File: config.mk
export PLATFORM = sky130hd
export DESIGN_NAME = l2_word_lookup
export DESIGN_NICKNAME = d
export VERILOG_FILES = /design/src/rtl/l2_word_lookup.sv
export SDC_FILE = /design/constraint.sdc
export NUM_CORES = 1
export LEC_CHECK = 0
export ABC_AREA = 1
export ABC_CLOCK_PERIOD_IN_PS = 3500
export BUFFER_PORTS_ARGS = -buffer_cell sky130_fd_sc_hd__buf_2
export CORE_MARGIN = 4
export CORE_UTILIZATION = 52
export DETAILED_ROUTE_END_ITERATION = 16
export GPL_TIMING_DRIVEN = 0
export PLACE_DENSITY = 0.88
export SKIP_CTS_REPAIR_TIMING = 1
export SKIP_LAST_GASP = 1
export SYNTH_ARGS = -nofsm -noshare
export SYNTH_HDL_FRONTEND = slang
export SYNTH_SLANG_ARGS = --single-unit
File: constraint.sdc
create_clock -name clk -period 3.5 [get_ports clk]
set_clock_uncertainty 0.2 [all_clocks]
set_input_delay 0.7 -clock clk [delete_from_list [all_inputs] [get_ports clk]]
set_output_delay 0.7 -clock clk [all_outputs]
set_load 0.03 [all_outputs]
File: src/rtl/l2_word_lookup.sv
// l2_word_lookup: word-granular tag lookup stage for the Spandex L2.
// Compares a request tag against every way of a set, and produces a registered
// response. The response carries the hit way, the first empty way, the per-word
// valid/shared/owned masks of the hit way, and a round-robin eviction candidate.
// Sits between the set-read stage and the L2 controller FSM, with valid/ready on
// both sides and a one-deep response register.
// Optional feature macro: L2_LOOKUP_MULTI_HIT_CHK_EN compiles in the multi-way
// match detector and the sticky err_multi_hit flag; otherwise err_multi_hit is 0.
module l2_word_lookup #(
    parameter int WAYS     = 8,
    parameter int TAG_BITS = 15,
    parameter int WORDS    = 4,
    parameter int WAY_BITS = $clog2(WAYS)
) (
    input  logic                      clk,
    input  logic                      rst,
    input  logic                      req_valid,
    output logic                      req_ready,
    input  logic                      req_mode,
    input  logic [TAG_BITS-1:0]       req_tag,
    input  logic [WAYS*TAG_BITS-1:0]  req_tags,
    input  logic [WAYS*WORDS*2-1:0]   req_states,
    input  logic                      evict_adv,
    output logic                      rsp_valid,
    input  logic                      rsp_ready,
    output logic                      rsp_tag_hit,
    output logic [WAY_BITS-1:0]       rsp_way_hit,
    output logic                      rsp_empty_found,
    output logic [WAY_BITS-1:0]       rsp_empty_way,
    output logic [WAY_BITS-1:0]       rsp_evict_way,
    output logic [WORDS-1:0]          rsp_mask_valid,
    output logic [WORDS-1:0]          rsp_mask_shared,
    output logic [WORDS-1:0]          rsp_mask_owned,
    output logic                      err_multi_hit
);

    // Word state encoding: 00 I, 01 V, 10 S, 11 R
    localparam logic [1:0] ST_I = 2'b00;
    localparam logic [1:0] ST_R = 2'b11;

    // A word holds data whenever it is not Invalid
    function automatic logic st_is_valid(input logic [1:0] st);
        return (st != ST_I);
    endfunction

    // S and R both count as shared copies
    function automatic logic st_is_shared(input logic [1:0] st);
        return st[1];
    endfunction

    // Only R grants ownership of the word
    function automatic logic st_is_owned(input logic [1:0] st);
        return (st == ST_R);
    endfunction

    logic                      accept_s;
    logic [WAYS-1:0]           way_valid_s;
    logic [WAYS-1:0]           hit_vec_s;
    logic                      tag_hit_s;
    logic [WAY_BITS-1:0]       hit_way_s;
    logic                      empty_found_s;
    logic [WAY_BITS-1:0]       empty_way_s;
    logic [WORDS*2-1:0]        hit_states_s;
    logic [WORDS-1:0]          mask_valid_s;
    logic [WORDS-1:0]          mask_shared_s;
    logic [WORDS-1:0]          mask_owned_s;

    logic [WAY_BITS-1:0]       evict_ptr_r;
    logic                      rsp_valid_r;
    logic                      rsp_tag_hit_r;
    logic [WAY_BITS-1:0]       rsp_way_hit_r;
    logic                      rsp_empty_found_r;
    logic [WAY_BITS-1:0]       rsp_empty_way_r;
    logic [WAY_BITS-1:0]       rsp_evict_way_r;
    logic [WORDS-1:0]          rsp_mask_valid_r;
    logic [WORDS-1:0]          rsp_mask_shared_r;
    logic [WORDS-1:0]          rsp_mask_owned_r;

    // One-deep pipe: a new request fits when the slot is empty or draining now
    assign req_ready = !rsp_valid_r || rsp_ready;
    assign accept_s  = req_valid && req_ready;

    // Per-way validity (any word not I) and tag match of valid ways
    always_comb begin
        way_valid_s = {WAYS{1'b0}};
        hit_vec_s   = {WAYS{1'b0}};
        for (int i = 0; i < WAYS; i++) begin
            way_valid_s[i] = |req_states[i*WORDS*2 +: WORDS*2];
            hit_vec_s[i]   = way_valid_s[i] &&
                             (req_tags[i*TAG_BITS +: TAG_BITS] == req_tag);
        end
    end

    // Lowest-index hit way and lowest-index empty way; scanning downward lets the lowest index win
    always_comb begin
        tag_hit_s     = |hit_vec_s;
        empty_found_s = ~&way_valid_s;
        hit_way_s     = {WAY_BITS{1'b0}};
        empty_way_s   = {WAY_BITS{1'b0}};
        for (int i = WAYS - 1; i >= 0; i--) begin
            hit_way_s   = hit_vec_s[i]    ? WAY_BITS'(i) : hit_way_s;
            empty_way_s = !way_valid_s[i] ? WAY_BITS'(i) : empty_way_s;
        end
    end

    // Word states of the selected hit way, then per-word masks gated by the hit
    always_comb begin
        hit_states_s  = {(WORDS*2){1'b0}};
        mask_valid_s  = {WORDS{1'b0}};
        mask_shared_s = {WORDS{1'b0}};
        mask_owned_s  = {WORDS{1'b0}};
        for (int i = 0; i < WAYS; i++) begin
            hit_states_s = (hit_way_s == WAY_BITS'(i)) ?
                           req_states[i*WORDS*2 +: WORDS*2] : hit_states_s;
        end
        for (int w = 0; w < WORDS; w++) begin
            mask_valid_s[w]  = tag_hit_s && st_is_valid(hit_states_s[w*2 +: 2]);
            mask_shared_s[w] = tag_hit_s && st_is_shared(hit_states_s[w*2 +: 2]);
            mask_owned_s[w]  = tag_hit_s && st_is_owned(hit_states_s[w*2 +: 2]);
        end
    end

    // Round-robin eviction pointer; the power-of-two way count gives a natural wrap
    always_ff @(posedge clk or negedge rst) begin
        if (!rst) begin
            evict_ptr_r <= {WAY_BITS{1'b0}};
        end else if (evict_adv) begin
            evict_ptr_r <= evict_ptr_r + {{(WAY_BITS-1){1'b0}}, 1'b1};
        end
    end

    // Response valid: set on accept, cleared when consumed without a replacement
    always_ff @(posedge clk or negedge rst) begin
        if (!rst) begin
            rsp_valid_r <= 1'b0;
        end else if (accept_s) begin
            rsp_valid_r <= 1'b1;
        end else if (rsp_ready) begin
            rsp_valid_r <= 1'b0;
        end
    end

    // Response payload loads only on accept, so it holds steady through a stall
    always_ff @(posedge clk or negedge rst) begin
        if (!rst) begin
            rsp_tag_hit_r     <= 1'b0;
            rsp_way_hit_r     <= {WAY_BITS{1'b0}};
            rsp_empty_found_r <= 1'b0;
            rsp_empty_way_r   <= {WAY_BITS{1'b0}};
            rsp_evict_way_r   <= {WAY_BITS{1'b0}};
            rsp_mask_valid_r  <= {WORDS{1'b0}};
            rsp_mask_shared_r <= {WORDS{1'b0}};
            rsp_mask_owned_r  <= {WORDS{1'b0}};
        end else if (accept_s) begin
            rsp_tag_hit_r     <= tag_hit_s;
            rsp_way_hit_r     <= hit_way_s;
            // Forward probes never allocate, so no empty way is reported
            rsp_empty_found_r <= req_mode ? 1'b0 : empty_found_s;
            rsp_empty_way_r   <= req_mode ? {WAY_BITS{1'b0}} : empty_way_s;
            // Pre-increment pointer value, even when evict_adv fires this cycle
            rsp_evict_way_r   <= evict_ptr_r;
            rsp_mask_valid_r  <= mask_valid_s;
            rsp_mask_shared_r <= mask_shared_s;
            rsp_mask_owned_r  <= mask_owned_s;
        end
    end

`ifdef L2_LOOKUP_MULTI_HIT_CHK_EN
    logic multi_hit_s;
    logic err_multi_hit_r;

    // True when at least two bits of the vector are set
    function automatic logic more_than_one(input logic [WAYS-1:0] vec);
        return |(vec & (vec - {{(WAYS-1){1'b0}}, 1'b1}));
    endfunction

    assign multi_hit_s = more_than_one(hit_vec_s);

    // Sticky multi-hit flag, armed at the accept edge and cleared only by reset
    always_ff @(posedge clk or negedge rst) begin
        if (!rst) begin
            err_multi_hit_r <= 1'b0;
        end else if (accept_s && multi_hit_s) begin
            err_multi_hit_r <= 1'b1;
        end
    end

    assign err_multi_hit = err_multi_hit_r;
`else
    assign err_multi_hit = 1'b0;
`endif

    assign rsp_valid       = rsp_valid_r;
    assign rsp_tag_hit     = rsp_tag_hit_r;
    assign rsp_way_hit     = rsp_way_hit_r;
    assign rsp_empty_found = rsp_empty_found_r;
    assign rsp_empty_way   = rsp_empty_way_r;
    assign rsp_evict_way   = rsp_evict_way_r;
    assign rsp_mask_valid  = rsp_mask_valid_r;
    assign rsp_mask_shared = rsp_mask_shared_r;
    assign rsp_mask_owned  = rsp_mask_owned_r;

endmodule

# Yosys cells after proc, flatten, opt, wreduce, memory -nomap -nowiden

Index checks and enable logic that the tools add are counted.

Register bits after elaboration: 27
Logic and storage cells: 98

$add $sub $neg: 1
Equality and inequality tests: 19
Multiplexer cells: 28
Reduce and logical (&&, ||, !) cells: 40

Operator list:

| operator                                                         | number |
|---|---|
| 15-bit == test                                                   | 8 |
| 8-bit OR reduction                                               | 9 |
| 8-bit two-way mux                                                | 8 |
| 3-bit two-way mux                                                | 17 |
| 1-bit logical AND                                                | 21 |
| 3-bit == test (second input constant)                            | 4 |
| 2-bit nonzero test                                               | 5 |
| 2-bit == test (second input constant)                            | 4 |
| 8-bit AND reduction                                              | 1 |
| 3-bit by 2-bit == test with 1-bit output (second input constant) | 2 |
| 3-bit by 1-bit adder with 3-bit output (second input constant)   | 1 |
| 3-bit by 1-bit == test with 1-bit output (second input constant) | 1 |
| 3-bit zero test                                                  | 1 |
| 1-bit two-way mux                                                | 3 |
| 1-bit zero test                                                  | 2 |
| 1-bit logical OR                                                 | 1 |

# Logic depth before layout (Yosys ltp)

Word-level depth: 21
Depth in mapped cells: 24
Gate-level depth less buffers: 23

# Worst setup path before layout

No wires, ideal clock.

Path kind: input to register
Start point: input req_tag[11]
End point: register rsp_mask_owned_r[2], in the netlist rsp_mask_owned[2]
Library setup time: 0.117 ns
Arrival time: 2.415 ns
Required time: 3.183 ns
Path slack: 0.768 ns
Stages: 19
Buffers on the path: 2
Cell sequence: buf_4 -> xnor2_1 -> nor3b_1 -> nand3_2 -> nand2_1 -> nand2_1 -> nand2_1 -> nand2_2 -> nand2_4 -> nand2_1 -> buf_4 -> nand4_1 -> nand3_1 -> nor2_1 -> nand4_1 -> nand2_1 -> inv_2 -> nand2_1 -> nand2_1

Longest elaborated chain between the ends: 21

RTL lines:

| what                            | RTL line | source |
|---|---|---|
| from (decl)                     | 20       | `input logic [TAG_BITS-1:0] req_tag,` |
| 15-bit == test                  | 90       | `(req_tags[i*TAG_BITS +: TAG_BITS] == req_tag);` |
| 1-bit logical AND               | 89       | `hit_vec_s[i] = way_valid_s[i] &&` |
| 3-bit two-way mux (8 in series) | 101      | `hit_way_s = hit_vec_s[i] ? WAY_BITS'(i) : hit_way_s;` |
| 3-bit zero test                 | 113      | `hit_states_s = (hit_way_s == WAY_BITS'(i)) ?` |
| 8-bit two-way mux (8 in series) | 113      |  |
| 2-bit == test                   | 53       | `return (st == ST_R);` |
| 1-bit logical AND *             | 119      | `mask_owned_s[w] = tag_hit_s && st_is_owned(hit_states_s[w*2 +: 2]);` |
| to (signal assigned)            | 153      | `rsp_mask_owned_r <= {WORDS{1'b0}};` |
| to (signal assigned)            | 164      | `rsp_mask_owned_r <= mask_owned_s;` |
| to (decl)                       | 77       | `logic [WORDS-1:0] rsp_mask_owned_r;` |

Every way passes the cells marked *; elsewhere a longest branch is shown, timed or not.
A chain may end at the register's enable or synchronous reset.

# Worst setup path after layout

Start point: input req_tag[3]
End point: register rsp_mask_valid_r[0], in the netlist rsp_mask_valid[0]

Longest elaborated chain between the ends: 21

RTL lines:

| what                            | RTL line | source |
|---|---|---|
| 15-bit == test                  | 90       |  |
| 1-bit logical AND               | 89       |  |
| 3-bit two-way mux (8 in series) | 101      |  |
| 3-bit zero test                 | 113      |  |
| 8-bit two-way mux (8 in series) | 113      |  |
| 2-bit nonzero test              | 43       | `return (st != ST_I);` |
| 1-bit logical AND *             | 117      | `mask_valid_s[w] = tag_hit_s && st_is_valid(hit_states_s[w*2 +: 2]);` |
| to (signal assigned)            | 151      | `rsp_mask_valid_r <= {WORDS{1'b0}};` |
| to (signal assigned)            | 162      | `rsp_mask_valid_r <= mask_valid_s;` |
| to (decl)                       | 75       | `logic [WORDS-1:0] rsp_mask_valid_r;` |

Marked as above.

==> metrics.md <==
| Metric | Value |
|---|---|
| Pin count of the biggest net entering global routing | `28` |
| Final net count | `1,266` |
| N_diodes | `0` |
| I/O pins | `231` |
| Die height | `105 um` |
| Critical Path RT | `3450 ps` |
| Post-synthesis compound-gate area fraction | `5.15%` |
| Vias in the first global route | `5,949` |
| CTS root buffer | `clkbuf_8` |
| Synth Area per Inst | `5.81 um^2` |
| Worst slew pin tran | `591 ps` |
| RSZ-0062 raised after global routing | `false` |
| Htree depth | `1` |
| # rows | `35` |
| Initial DRC Count | `450` |
| Crit path launch type | `input pin` |
| Setup violations, final | `0` |
| Routed WL | `18,400 um` |
| Area growth from synthesis to layout | `25.9%` |
| Max Cap Violations | `0` |
| Pwr Density | `195 nW/um^2` |
| Synth top cells by count | `225 x nand2_1, 151 x nor2_1, 87 x inv_1, 64 x nand3_1, 46 x nand4_1` |
| Sequential cell area | `676 um^2` |
| CTS buffer count | `3` |
| # port buffers | `215` |
| Min-Delay Path Class | `input pin to asynchronous set/reset pin` |
| Register area share after synthesis | `13.8%` |
| Top cell type's share of synthesized area | `17.3%` |
| Clock transition at path regs | `100 ps` |
| Mux contribution to synthesized area | `0%` |
| Final Cycle Share | `89.2%` |
| Drt drc | `0` |
| Post-synth EDFFs | `0` |
| GP Congestion | `0.990` |
| Asr flop ratio synth | `100%` |
| Initial Util | `53.1%` |
| Hold Fails Final Rpt | `0` |
| Element type at the critical path end | `flop` |
| Share of layout cells above drive strength 1 | `27.1%` |
| Synthesized area | `4880 um^2` |
| Clock latency on the worst-skew pair | `270 ps` |
| Critical path type | `input pin to flop` |
| Placed insts | `1,166` |
| Final min period | `3120 ps` |
| Post-Synth Simple-Gate Area | `54.4%` |
| Largest family of logic cells by synthesized area | `simple AND/OR/NAND/NOR gates` |
| XOR/XNOR Fraction of Synth Area | `13.8%` |
| Die area | `11,000 um^2` |
| Clock buffer depth | `2` |
| Pins Over Slew Limit | `0` |
| Outcome | `completed` |
| Leakage Power | `3.38 nW` |
| Post-synthesis adder-cell area fraction | `0.256%` |
| Via Count | `6,300` |
| Drt via density | `5.38` |
| Clock tree from TritonCTS | `yes` |
| Most frequent cell after synthesis | `nand2_1` |
| Most used DFF post-synth | `dfrtp_1` |
| Non-Filler Instances | `1,170` |
| Synth area leader | `nand2_1` |
| Worst Path Arrival | `3070 ps` |
| Core region area | `9200 um^2` |
| Maximum fanout along the worst path | `10` |
| Worst slew margin | `60.6%` |
| Detail Placement HPWL | `15,800 um` |
| GRT Residual Overflow | `0` |
| Cells after Synth | `840` |
| First-pass GRT wire length | `28,600 um` |
| Syn nets | `1,046` |
| Fillers | `893` |
| Initial antenna violation count | `0` |
| Routed wire per std cell | `15.7 um` |
| CTS Sinks | `27` |
| Die X | `105 um` |
| Pre-antenna DRT Iters | `9` |
| Synth Register Bits | `27` |
| Multi-input logic area | `3590 um^2` |
| TNS Setup | `0 ps` |
| Fmax achieved | `320 MHz` |
| Dominant cells by area after synthesis | `nand2_1 17%, dfrtp_1 14%, nor2_1 12%` |
| DRT antenna net count | `0` |
| GR Util All Layers | `31.9%` |
| Max IR drop VDD | `196 uV` |
| Synth cell types | `50` |
| Synth warnings | `0` |
## placed cells by master (no fill, tap or decap), types with 4 or more instances in the layout
cell type,Yosys,layout
nand2_1,225,225
buf_2,1,216
nor2_1,151,151
inv_1,87,87
nand3_1,64,64
nand4_1,46,46
xnor2_1,44,44
xor2_1,31,31
dfrtp_1,27,27
nor3_1,22,22
buf_6,15,15
a21oi_1,15,15
o21ai_1,12,12
inv_2,11,11
or2_1,9,9
nor4_1,8,8
o21ai_0,8,8
nand3_2,5,5
buf_4,4,4
nor3b_2,4,4
nor2_2,4,4
## sequential cells by signal (all words and copies together) (netlist names), 3 cells and up
register,flops
rsp_evict_way,3
rsp_way_hit,3
rsp_mask_valid,4
rsp_mask_shared,4
rsp_empty_way,3
evict_ptr_r,3
rsp_mask_owned,4
## per-layer routing
layer	global-route usage (%)	routed length [um]
met1	39.0	7010
met2	55.7	8640
met3	6.55	2170
met4	10.6	541
met5	0	0
## through the flow
| stage | hold WS, ps | utilization, % | power [mW] | worst slack, ps | instance area, um^2 |
|---|---|---|---|---|---|
| finish | 212 | 66.8 | 1.20 | 379 | 6140 |
| detailed placement | 262 | 66.3 | 1.01 | 123 | 6100 |
| CTS | 233 | 66.8 | 1.19 | 424 | 6140 |
| global route | 262 | 66.8 | 1.27 | 123 | 6140 |
| global placement | 255 | 66.3 | 1.01 | 183 | 6100 |
| floorplan | 204 | - | 0.761 | 768 | 4880 |
## path summary, 6_finish.rpt
kind                                               start                            end  slack, ps  depth (start not counted)
max in group asynchronous                            rst  rsp_mask_owned[1]$_DFFE_PN0P_       2500                          1
min in group clk           rsp_mask_owned[2]$_DFFE_PN0P_  rsp_mask_owned[2]$_DFFE_PN0P_        290                          2
setup reg to reg                   rsp_valid$_DFFE_PN0P_  rsp_mask_owned[0]$_DFFE_PN0P_       1490                          7
hold / removal                                       rst     evict_ptr_r[1]$_DFFE_PN0P_        210                          1
hold reg to reg            rsp_mask_owned[2]$_DFFE_PN0P_  rsp_mask_owned[2]$_DFFE_PN0P_        290                          2
setup / recovery                              req_tag[3]  rsp_mask_valid[0]$_DFFE_PN0P_        380                         15
## area by class of cell
type	count	area share [%]
Clock inverter	1	0.122
Inverter	103	6.50
Tap cell	111	2.26
Timing Repair Buffer	215	17.5
Multi-Input combinational cell	688	58.5
Clock buffer	3	0.672
Buffer	22	3.44
Sequential cell	27	11.0
## power breakdown
part / total (mW) / internal, mW / switching, mW
logic: 0.646 / 0.258 / 0.388
registers: 0.371 / 0.349 / 0.0229
clock network: 0.178 / 0.0807 / 0.0977
## kinds of logic (layout without fill, tap and decap cells)
kind of cell	after synthesis	after routing
fa+ha+maj	1	1
other cells	1	1
xor+xnor	76	76
flops	27	27
compound gates	43	43
simple gates	567	567
buf+inv	125	344
## critical path, cell delays in order
cell and delay, ps:
buf_2 110, buf_6 150, xor2_1 160, nor2_1 200
nand2_1 80, nor3_1 150, nand4_1 200, o21ai_0 230
nand2_1 60, a21boi_0 160, nand4_1 100, nor3_1 430
nand2_1 130, nand3_1 130, nand3_1 80
No activity file was read; power rests on OpenSTA's default activity.
